$ cat config.mk
export PLATFORM = sky130hd
export DESIGN_NAME = adc_capture_deadlock_reporter
export DESIGN_NICKNAME = d
export VERILOG_FILES = /design/src/rtl/adc_capture_deadlock_pkg.sv /design/src/rtl/adc_capture_deadlock_report_fifo.sv /design/src/rtl/adc_capture_deadlock_reporter.sv
export SDC_FILE = /design/constraint.sdc
export NUM_CORES = 1
export LEC_CHECK = 0
export CORE_AREA = 2 2 62 123
export CTS_BUF_LIST = sky130_fd_sc_hd__clkbuf_16
export CTS_CLUSTER_SIZE = 25
export DETAILED_ROUTE_END_ITERATION = 7
export DIE_AREA = 0 0 64 125
export GPL_ROUTABILITY_DRIVEN = 0
export GPL_TIMING_DRIVEN = 0
export PLACE_DENSITY = 0.69
export SYNTH_ARGS = -nofsm -noshare
export SYNTH_HDL_FRONTEND = slang
export SYNTH_SLANG_ARGS = --single-unit
$ cat constraint.sdc
create_clock -name clock -period 3.2 [get_ports clock]
set_input_delay 0.32 -clock clock [delete_from_list [all_inputs] [get_ports clock]]
set_output_delay 0.32 -clock clock [all_outputs]
set_load 0.02 [all_outputs]
$ cat src/rtl/adc_capture_deadlock_pkg.sv
// Shared types and constants for the ADC capture deadlock reporter.
package adc_capture_deadlock_pkg;

    typedef enum logic [1:0] {
        IDLE    = 2'd0,
        QUALIFY = 2'd1,
        LATCHED = 2'd2
    } state_t;

    localparam logic [7:0] SAT_MAX = 8'hFF;

    localparam int DEF_INFO_W = 4;
    localparam int DEF_TS_W   = 32;

    // Record layout for the default build; the top re-declares it with its own widths.
    typedef struct packed {
        logic [DEF_INFO_W-1:0] info;
        logic [DEF_TS_W-1:0]   ts;
    } rpt_rec_t;

    function automatic logic [7:0] sat_inc(input logic [7:0] value);
        return (value == SAT_MAX) ? value : value + 8'd1;
    endfunction

endpackage

$ cat src/rtl/adc_capture_deadlock_report_fifo.sv
// Report FIFO with a registered output stage; a write into an empty FIFO bypasses
// straight into the output register so it is visible on the following cycle.
module adc_capture_deadlock_report_fifo #(
    parameter int WIDTH = 36,
    parameter int DEPTH = 4
) (
    input  logic             clock,
    input  logic             reset,
    input  logic             flush,
    input  logic             push,
    input  logic [WIDTH-1:0] wr_data,
    output logic             full,
    input  logic             pop,
    output logic [WIDTH-1:0] rd_data,
    output logic             empty
);

    localparam int AW = (DEPTH > 1) ? $clog2(DEPTH) : 1;
    localparam int CW = $clog2(DEPTH + 1);

    logic [WIDTH-1:0] r_mem [DEPTH];
    logic [AW-1:0]    r_wr_ptr;
    logic [AW-1:0]    r_rd_ptr;
    logic [CW-1:0]    r_count;
    logic             r_out_valid;
    logic [WIDTH-1:0] r_out_data;

    logic [CW-1:0] w_ram_cnt;
    logic          w_pop;
    logic          w_push_ok;
    logic          w_load;
    logic          w_ram_rd;
    logic          w_bypass;
    logic          w_ram_wr;

    // r_count covers the output register too, so the array never holds more than DEPTH-1.
    assign w_ram_cnt = r_count - CW'(r_out_valid);
    assign full      = (r_count == CW'(DEPTH));
    assign empty     = ~r_out_valid;
    assign rd_data   = r_out_data;

    assign w_pop     = pop & r_out_valid;
    assign w_push_ok = push & (~full | w_pop);
    assign w_load    = w_pop | ~r_out_valid;
    assign w_ram_rd  = w_load & (w_ram_cnt != '0);
    assign w_bypass  = w_load & (w_ram_cnt == '0) & w_push_ok;
    assign w_ram_wr  = w_push_ok & ~w_bypass;

    always_ff @(posedge clock) begin
        if (w_ram_wr) begin
            r_mem[r_wr_ptr] <= wr_data;
        end
    end

    always_ff @(posedge clock) begin
        if (reset || flush) begin
            r_wr_ptr    <= '0;
            r_rd_ptr    <= '0;
            r_count     <= '0;
            r_out_valid <= 1'b0;
            r_out_data  <= '0;
        end else begin
            if (w_ram_wr) begin
                r_wr_ptr <= r_wr_ptr + 1'b1;
            end
            if (w_ram_rd) begin
                r_rd_ptr <= r_rd_ptr + 1'b1;
            end
            if (w_load) begin
                if (w_ram_rd) begin
                    r_out_data  <= r_mem[r_rd_ptr];
                    r_out_valid <= 1'b1;
                end else if (w_bypass) begin
                    r_out_data  <= wr_data;
                    r_out_valid <= 1'b1;
                end else begin
                    r_out_valid <= 1'b0;
                end
            end
            r_count <= r_count + CW'(w_push_ok) - CW'(w_pop);
        end
    end

endmodule

$ cat src/rtl/adc_capture_deadlock_reporter.sv
// Qualifies the deadlock monitor's block flag, timestamps confirmed events and streams
// {info, ts} records out. Define ADC_CAPTURE_DEADLOCK_TS_EN to enable the timestamp.
module adc_capture_deadlock_reporter #(
    parameter int N_AXIS         = 2,
    parameter int PERSIST_CYCLES = 4,
    parameter int TS_W           = 32,
    parameter int FIFO_DEPTH     = 4
) (
    input  logic                       clock,
    input  logic                       reset,
    input  logic                       block,
    input  logic [2*N_AXIS-1:0]        axis_block_info,
    input  logic                       clear,
    output logic [2*N_AXIS+TS_W-1:0]   rpt_data,
    output logic                       rpt_valid,
    input  logic                       rpt_ready,
    output logic                       deadlock_seen,
    output logic [7:0]                 event_cnt,
    output logic [7:0]                 drop_cnt,
    output logic                       irq
);

    import adc_capture_deadlock_pkg::*;

    localparam int         INFO_W  = 2 * N_AXIS;
    localparam int         REC_W   = INFO_W + TS_W;
    localparam logic [7:0] PERSIST = 8'(PERSIST_CYCLES);

    typedef struct packed {
        logic [INFO_W-1:0] info;
        logic [TS_W-1:0]   ts;
    } rec_t;

    state_t         r_state;
    logic [7:0]     r_run;
    logic           r_seen;
    logic [7:0]     r_event_cnt;
    logic [7:0]     r_drop_cnt;

    logic [TS_W-1:0] w_rec_ts;
    rec_t            w_rec;
    logic            w_confirm;
    logic            w_push;
    logic            w_pop;
    logic            w_drop;
    logic            w_full;
    logic            w_empty;
    logic [REC_W-1:0] w_rd_data;

`ifdef ADC_CAPTURE_DEADLOCK_TS_EN
    logic [TS_W-1:0] r_ts_cnt;
    logic [TS_W-1:0] r_ts_start;

    // The timestamp counter keeps running across clear; only reset zeroes it.
    always_ff @(posedge clock) begin
        if (reset) begin
            r_ts_cnt   <= '0;
            r_ts_start <= '0;
        end else begin
            r_ts_cnt <= r_ts_cnt + 1'b1;
            if (r_state == IDLE && block) begin
                r_ts_start <= r_ts_cnt;
            end
        end
    end

    // With single-cycle persistence the start cycle is the confirming cycle itself.
    assign w_rec_ts = (r_state == IDLE) ? r_ts_cnt : r_ts_start;
`else
    assign w_rec_ts = '0;
`endif

    assign w_confirm = block &
                       (((r_state == IDLE) && (PERSIST == 8'd1)) ||
                        ((r_state == QUALIFY) && (r_run == PERSIST - 8'd1)));

    always_ff @(posedge clock) begin
        if (reset || clear) begin
            r_state <= IDLE;
            r_run   <= 8'd0;
        end else begin
            case (r_state)
                IDLE: begin
                    if (block) begin
                        r_run   <= 8'd1;
                        r_state <= (PERSIST == 8'd1) ? LATCHED : QUALIFY;
                    end
                end
                QUALIFY: begin
                    if (!block) begin
                        r_state <= IDLE;
                    end else begin
                        r_run <= r_run + 8'd1;
                        if (w_confirm) begin
                            r_state <= LATCHED;
                        end
                    end
                end
                LATCHED: begin
                    if (!block) begin
                        r_state <= IDLE;
                    end
                end
                default: r_state <= IDLE;
            endcase
        end
    end

    assign w_rec.info = axis_block_info;
    assign w_rec.ts   = w_rec_ts;

    assign w_push = w_confirm & ~clear;
    assign w_pop  = ~w_empty & rpt_ready;
    assign w_drop = w_push & w_full & ~w_pop;

    adc_capture_deadlock_report_fifo #(
        .WIDTH (REC_W),
        .DEPTH (FIFO_DEPTH)
    ) u_fifo (
        .clock   (clock),
        .reset   (reset),
        .flush   (clear),
        .push    (w_push),
        .wr_data (w_rec),
        .full    (w_full),
        .pop     (w_pop),
        .rd_data (w_rd_data),
        .empty   (w_empty)
    );

    always_ff @(posedge clock) begin
        if (reset || clear) begin
            r_seen      <= 1'b0;
            r_event_cnt <= 8'd0;
            r_drop_cnt  <= 8'd0;
        end else begin
            if (w_push) begin
                r_seen      <= 1'b1;
                r_event_cnt <= sat_inc(r_event_cnt);
            end
            if (w_drop) begin
                r_drop_cnt <= sat_inc(r_drop_cnt);
            end
        end
    end

    assign rpt_data      = w_rd_data;
    assign rpt_valid     = ~w_empty;
    assign deadlock_seen = r_seen;
    assign irq           = r_seen;
    assign event_cnt     = r_event_cnt;
    assign drop_cnt      = r_drop_cnt;

endmodule

# After elaboration in Yosys (flattened, before gate mapping)
# Memories as Yosys holds them, arrays and structs flattened. A register that Yosys moved wholly into a read port is not among the register bits.
# Cells that the tools add are included.
# word_totals
regBits	71
latch_bits	0
ramBits	16
rom_bits	0
inputBits	9
output_inout_bits	55
wordCells	77
mem_count	1
# mem_list
name	words	word_bits	read_ports	rd_clocked_by_memory_dff	write_ports	line	text
u_fifo.r_mem	4	4	1	1	1	adc_capture_deadlock_report_fifo.sv:21	logic [WIDTH-1:0] r_mem [DEPTH];
# op_classes
addsub	8
mul	0
div	0
order_cmp	0
eq_ne	10
n_shift	0
mux	16
bitwise_logic	20
n_reduce_logical	12
# ops
operator	n
2-to-1 mux 36 bit	2
adder 8 x 1 -> 8 bit, second input constant	3
== test 8 bit, second input constant	2
2-to-1 mux 8 bit	2
one-hot mux 8 bit (2 select lines)	1
2-to-1 mux 2 bit	6
AND 1 bit	11
== test 8 x 2 -> 1 bit, second input constant	1
inverter 1 bit	7
!= test 2 bit, second input constant	3
one-hot mux 2 bit (3 select lines)	1
AND reduction 2 bit	3
AND reduction 3 bit	2
subtractor 3 x 1 -> 3 bit	2
adder 2 x 1 -> 2 bit, second input constant	2
2-to-1 mux 1 bit	4
nonzero test 2 bit	2
adder 3 x 1 -> 3 bit	1
== test 3 bit, second input constant	1
logical NOT 3 bit	1
!= test 3 bit, second input constant	1
nonzero test 3 bit	1
== test 2 x 1 -> 1 bit, second input constant	1
== test 2 bit, second input constant	1
4 further kinds	5

# Logic depth before layout (Yosys ltp)
# logic_depth
ltp_word	10
depth_mapped	10

# Modules after synthesis
# Synthesis repeated with hierarchy kept, for this count alone.
# unflattened
hier_cells	629
hier_area_um2	8728.4
# modules_own_cells
module	instances	cells_each	area_per_inst_um2	seq_area_each_um2
adc_capture_deadlock_report_fifo	1	451	7269.5	5245.0
adc_capture_deadlock_reporter	1	178	1458.9	540.5

# Worst setup path before layout
# OpenSTA, ideal clock, no wires.
# synth_timing
path_type	reg2reg
start	register u_fifo.r_out_valid
end	register u_fifo.r_count[2]
arrival_ns	2.014
required_ns	3.072
path_slack_ns	1.058
stages_incl_launch_ff	10
n_path_buf	1
period_less_slack_ns	2.142
path_cell_list	dfxtp_1 > a211oi_1 > and2_1 > clkbuf_1 > nor2_1 > ha_1 > fa_1 > xnor2_1 > xnor2_1 > nor2_1
# synth_between
elab_chain_cells	6
# synth_rtl
item	line	text
start, declared	adc_capture_deadlock_report_fifo.sv:25	logic r_out_valid;
start signal, assigned	adc_capture_deadlock_report_fifo.sv:60	r_out_valid <= 1'b0;
start signal, assigned	adc_capture_deadlock_report_fifo.sv:72	r_out_valid <= 1'b1;
start signal, assigned	adc_capture_deadlock_report_fifo.sv:75	r_out_valid <= 1'b1;
AND 1 bit	adc_capture_deadlock_reporter.sv:113	assign w_pop = ~w_empty & rpt_ready;
AND 1 bit (*)	adc_capture_deadlock_report_fifo.sv:42	assign w_pop = pop & r_out_valid;
OR 1 bit	adc_capture_deadlock_report_fifo.sv:43	assign w_push_ok = push & (~full | w_pop);
AND 1 bit	adc_capture_deadlock_report_fifo.sv:43	
adder 3 x 1 -> 3 bit	adc_capture_deadlock_report_fifo.sv:80	r_count <= r_count + CW'(w_push_ok) - CW'(w_pop);
subtractor 3 x 1 -> 3 bit (*)	adc_capture_deadlock_report_fifo.sv:80	
end signal, assigned	adc_capture_deadlock_report_fifo.sv:80	
end, declared	adc_capture_deadlock_report_fifo.sv:24	logic [CW-1:0] r_count;
# Every way passes the cells marked *; elsewhere a longest branch is shown, timed or not.
# A chain may end at the register's enable or synchronous reset.

# Worst setup path after layout
# layout_timing
start	input rpt_ready
end	register u_fifo.r_count[2]
# layout_between
elab_chain_cells	6
# layout_rtl
item	line	text
start, declared	adc_capture_deadlock_reporter.sv:16	input logic rpt_ready,
AND 1 bit (*)	adc_capture_deadlock_reporter.sv:113	
AND 1 bit (*)	adc_capture_deadlock_report_fifo.sv:42	
OR 1 bit	adc_capture_deadlock_report_fifo.sv:43	
AND 1 bit	adc_capture_deadlock_report_fifo.sv:43	
adder 3 x 1 -> 3 bit	adc_capture_deadlock_report_fifo.sv:80	
subtractor 3 x 1 -> 3 bit (*)	adc_capture_deadlock_report_fifo.sv:80	
# Marked as above.

==> impl_metrics.py <==
metrics = {
    "global_routing": {
        "grt_antenna_before_repair": 0,
        "overflow": 0,
        "grt_pass1_wl_um": 11100,
        "grt_max_degree": 12,
        "grt_usage": 0.179,
        "grt_pass1_vias": 2361,
    },
    "critical_path": {
        "worst-path-buf-inv": 2,
        "cp_max_fo": 9,
        "critPathSlowestCell": "clkdlybuf4s50_1",
        "critical_path.endpoint": "u_fifo.r_count[2]",
        "r2r_end": "u_fifo.r_count[1]",
        "critPathLaunchType": "primary input",
        "crit_path_end_kind": "flip-flop",
        "worstSetupPathType": "primary input to flip-flop",
        "r2r_slack_ps": 780,
        "crit_chain": "clkdlybuf4s50_1 -> a211oi_1 -> and2_1 -> clkbuf_1 -> nor2_1 -> ha_1 -> fa_1 -> xnor2_1 -> xnor2_1 -> nor2_1",
        "critPathRequiredTime_ps": 3410,
        "arrival_ps": 2680,
        "r2r_start": "r_run[0]",
        "crit_family": "buffers and inverters",
        "ff2ff_path_depth": 8,
        "max_stage_delay_ps": 430,
        "cp.depth": 10,
        "cp-startpoint": "rpt_ready",
    },
    "drt": {
        "drt_wl_total_um": 6660,
        "avgViaCountPerCell": 5.15,
        "vias": 2434,
        "dr.pass1.iters": 4,
        "drt-initial-drc-count": 132,
        "antenna_left": 0,
        "drc": 0,
        "wl_per_cell_um": 14.1,
    },
    "floorplan": {
        "die_w_um": 64,
        "num_rows": 44,
        "start_util": 0.426,
        "ios": 64,
        "die_h_um": 125,
        "die_area_sq_um": 8000,
        "core_area_sq_um": 7100,
    },
    "cts": {
        "cts_buffers": 9,
        "cts_resized": 0,
        "clkTransAtPathRegs_ps": 50,
        "htreeDepth": 3,
        "clkSinkCount": 57,
        "clock_latency_ps": 340,
        "clk_path_buf_depth": 2,
        "ctsHoldBuffers": 0,
        "cts_tree": "done",
        "clockRootBuffer": "clkbuf_16",
        "post_cts_buffers": 0,
    },
    "timing": {
        "setup_viol": 0,
        "slew_headroom": 0.615,
        "worst_pin_slew_ps": 575,
        "finalHoldViolCount": 0,
        "layout_setup_ws_ps": 728,
        "rsz0062_at_grt": "false",
        "tns_ps": 0,
        "slew_violations": 0,
        "fin_crit_sh": 0.773,
        "finalClockSkew_ps": 4.91,
        "hold_slack_ps": 480,
        "period_needed_ps": 2470,
        "timing.fmax_mhz": 404,
    },
    "yosys": {
        "async_flop_share": 0,
        "synth_ff_type": "dfxtp_1",
        "synth.distinct_cells": 49,
        "synth.avg_cell_area_sq_um": 9.98,
        "netlist_area_sq_um": 3030,
        "ys_seq_area_frac": 0.430,
        "synth_edf_count": 16,
        "ys_warn_count": 0,
        "ys_ff_latch": 57,
        "synth_cells": 303,
    },
    "layout": {
        "final_cell_mix": "dfxtp_1, buf_4, conb_1",
        "diodes": 0,
        "layout_commonest_cell": "dfxtp_1",
        "area_delta_synth_final_pct": 29.3,
        "nNetsFinal": 396,
        "drive_gt1_frac": 0.184,
    },
    "placement": {
        "pre_cts_ws_ps": 394,
        "dpl.hpwl_um": 4870,
        "portBuffers": 31,
    },
    "flow_run": {
        "drv_cap": 0,
    },
    "min_path": {
        "hp-class": "flip-flop to flip-flop",
        "hold_path_depth": 2,
    },
    "status": {
        "status": "finished, final reports clean",
    },
    "power": {
        "pwr_density_cell_nw_per_um2": 500,
        "power_mw": 1.96,
        "peakVddDrop_mv": 0.413,
        "leakage_nw": 1.42,
    },
}
power breakdown:
part	total, mW	switching [mW]	internal [mW]	leakage [nW]
combinational	0.108	0.0629	0.0452	0.783
sequential	0.744	0.00109	0.743	0.474
clock	1.10	0.345	0.759	0.162
per-stage QoR:
step,area (sq um),cells,utilization
final,3910,473,0.551
after global routing,3910,473,0.551
after CTS,3910,473,0.551
after detailed placement,3570,457,0.502
after global placement,3570,457,0.502
after floorplan,3140,334,-
final cells by class:
| type | instances | area [sq um] |
|---|---|---|
| tap | 92 | 115 |
| timing repair buffer | 31 | 310 |
| fill | 644 | 3190 |
| sequential | 57 | 1300 |
| multi-input combinational | 221 | 1460 |
| inverter | 9 | 33.8 |
| buffer | 47 | 343 |
| clock buffer | 9 | 225 |
| clock inverter | 7 | 119 |
flip-flops by register name, summed over array words and instances (netlist names), named ones only:
register and count:
deadlock_seen 1, drop_cnt 8, event_cnt 8, r_run 8, r_state 2, u_fifo.r_count 3, u_fifo.r_mem 16, u_fifo.r_out_valid 1
u_fifo.r_rd_ptr 2, u_fifo.r_wr_ptr 2, u_fifo.rd_data 4
cells in the mapped netlist, types with 8 or more instances:
library cell	instances	area (sq um)
buf_4	34	255
inv_1	9	33.8
or4_1	9	67.6
clkbuf_1	8	30.0
a21oi_1	21	105
nand3_1	9	45.0
o21ai_0	11	55.1
ha_1	10	125
and2_1	10	62.6
nor2_1	11	41.3
o31ai_1	12	90.1
edfxtp_1	16	480
dfxtp_1	41	821
nand2_1	16	60.1
nand4_1	9	56.3
metal layers:
layer | global-route usage | routed length, um
met5 | 0 | 0
met4 | 0.0946 | 163
met3 | 0.0504 | 329
met2 | 0.280 | 3350
met1 | 0.221 | 2810
cell families after synthesis:
group | synth area share
AOI/OAI and AO/OA | 0.130
xor gates and xnor gates | 0.0116
adders and majority gates | 0.0480
buffers and inverters | 0.124
DFF | 0.430
muxes | 0.0463
other | 0.00124
and+or+nand+nor | 0.208
how the worst min path moves through the flow:
| stage | startpoint | end | slack, ps |
|---|---|---|---|
| detailed placement | r_run[1] | r_run[1] | 470 |
| CTS | r_run[1] | r_run[1] | 480 |
| floorplan | axis_block_info[0] | u_fifo.r_mem[0][0] | 420 |
| global placement | r_run[1] | r_run[1] | 460 |
| finish | r_run[1] | r_run[1] | 480 |
| global route | r_run[1] | r_run[1] | 510 |
worst reg2reg max path: cells and delay by family, from the launching register on:
kind / cells / cell delay, ps
and+or+nand+nor: 4 / 880
adders and majority gates: 3 / 850
DFF: 1 / 370
buffers and inverters: 1 / 220
Note: power is estimated with default switching activity, not from simulation.
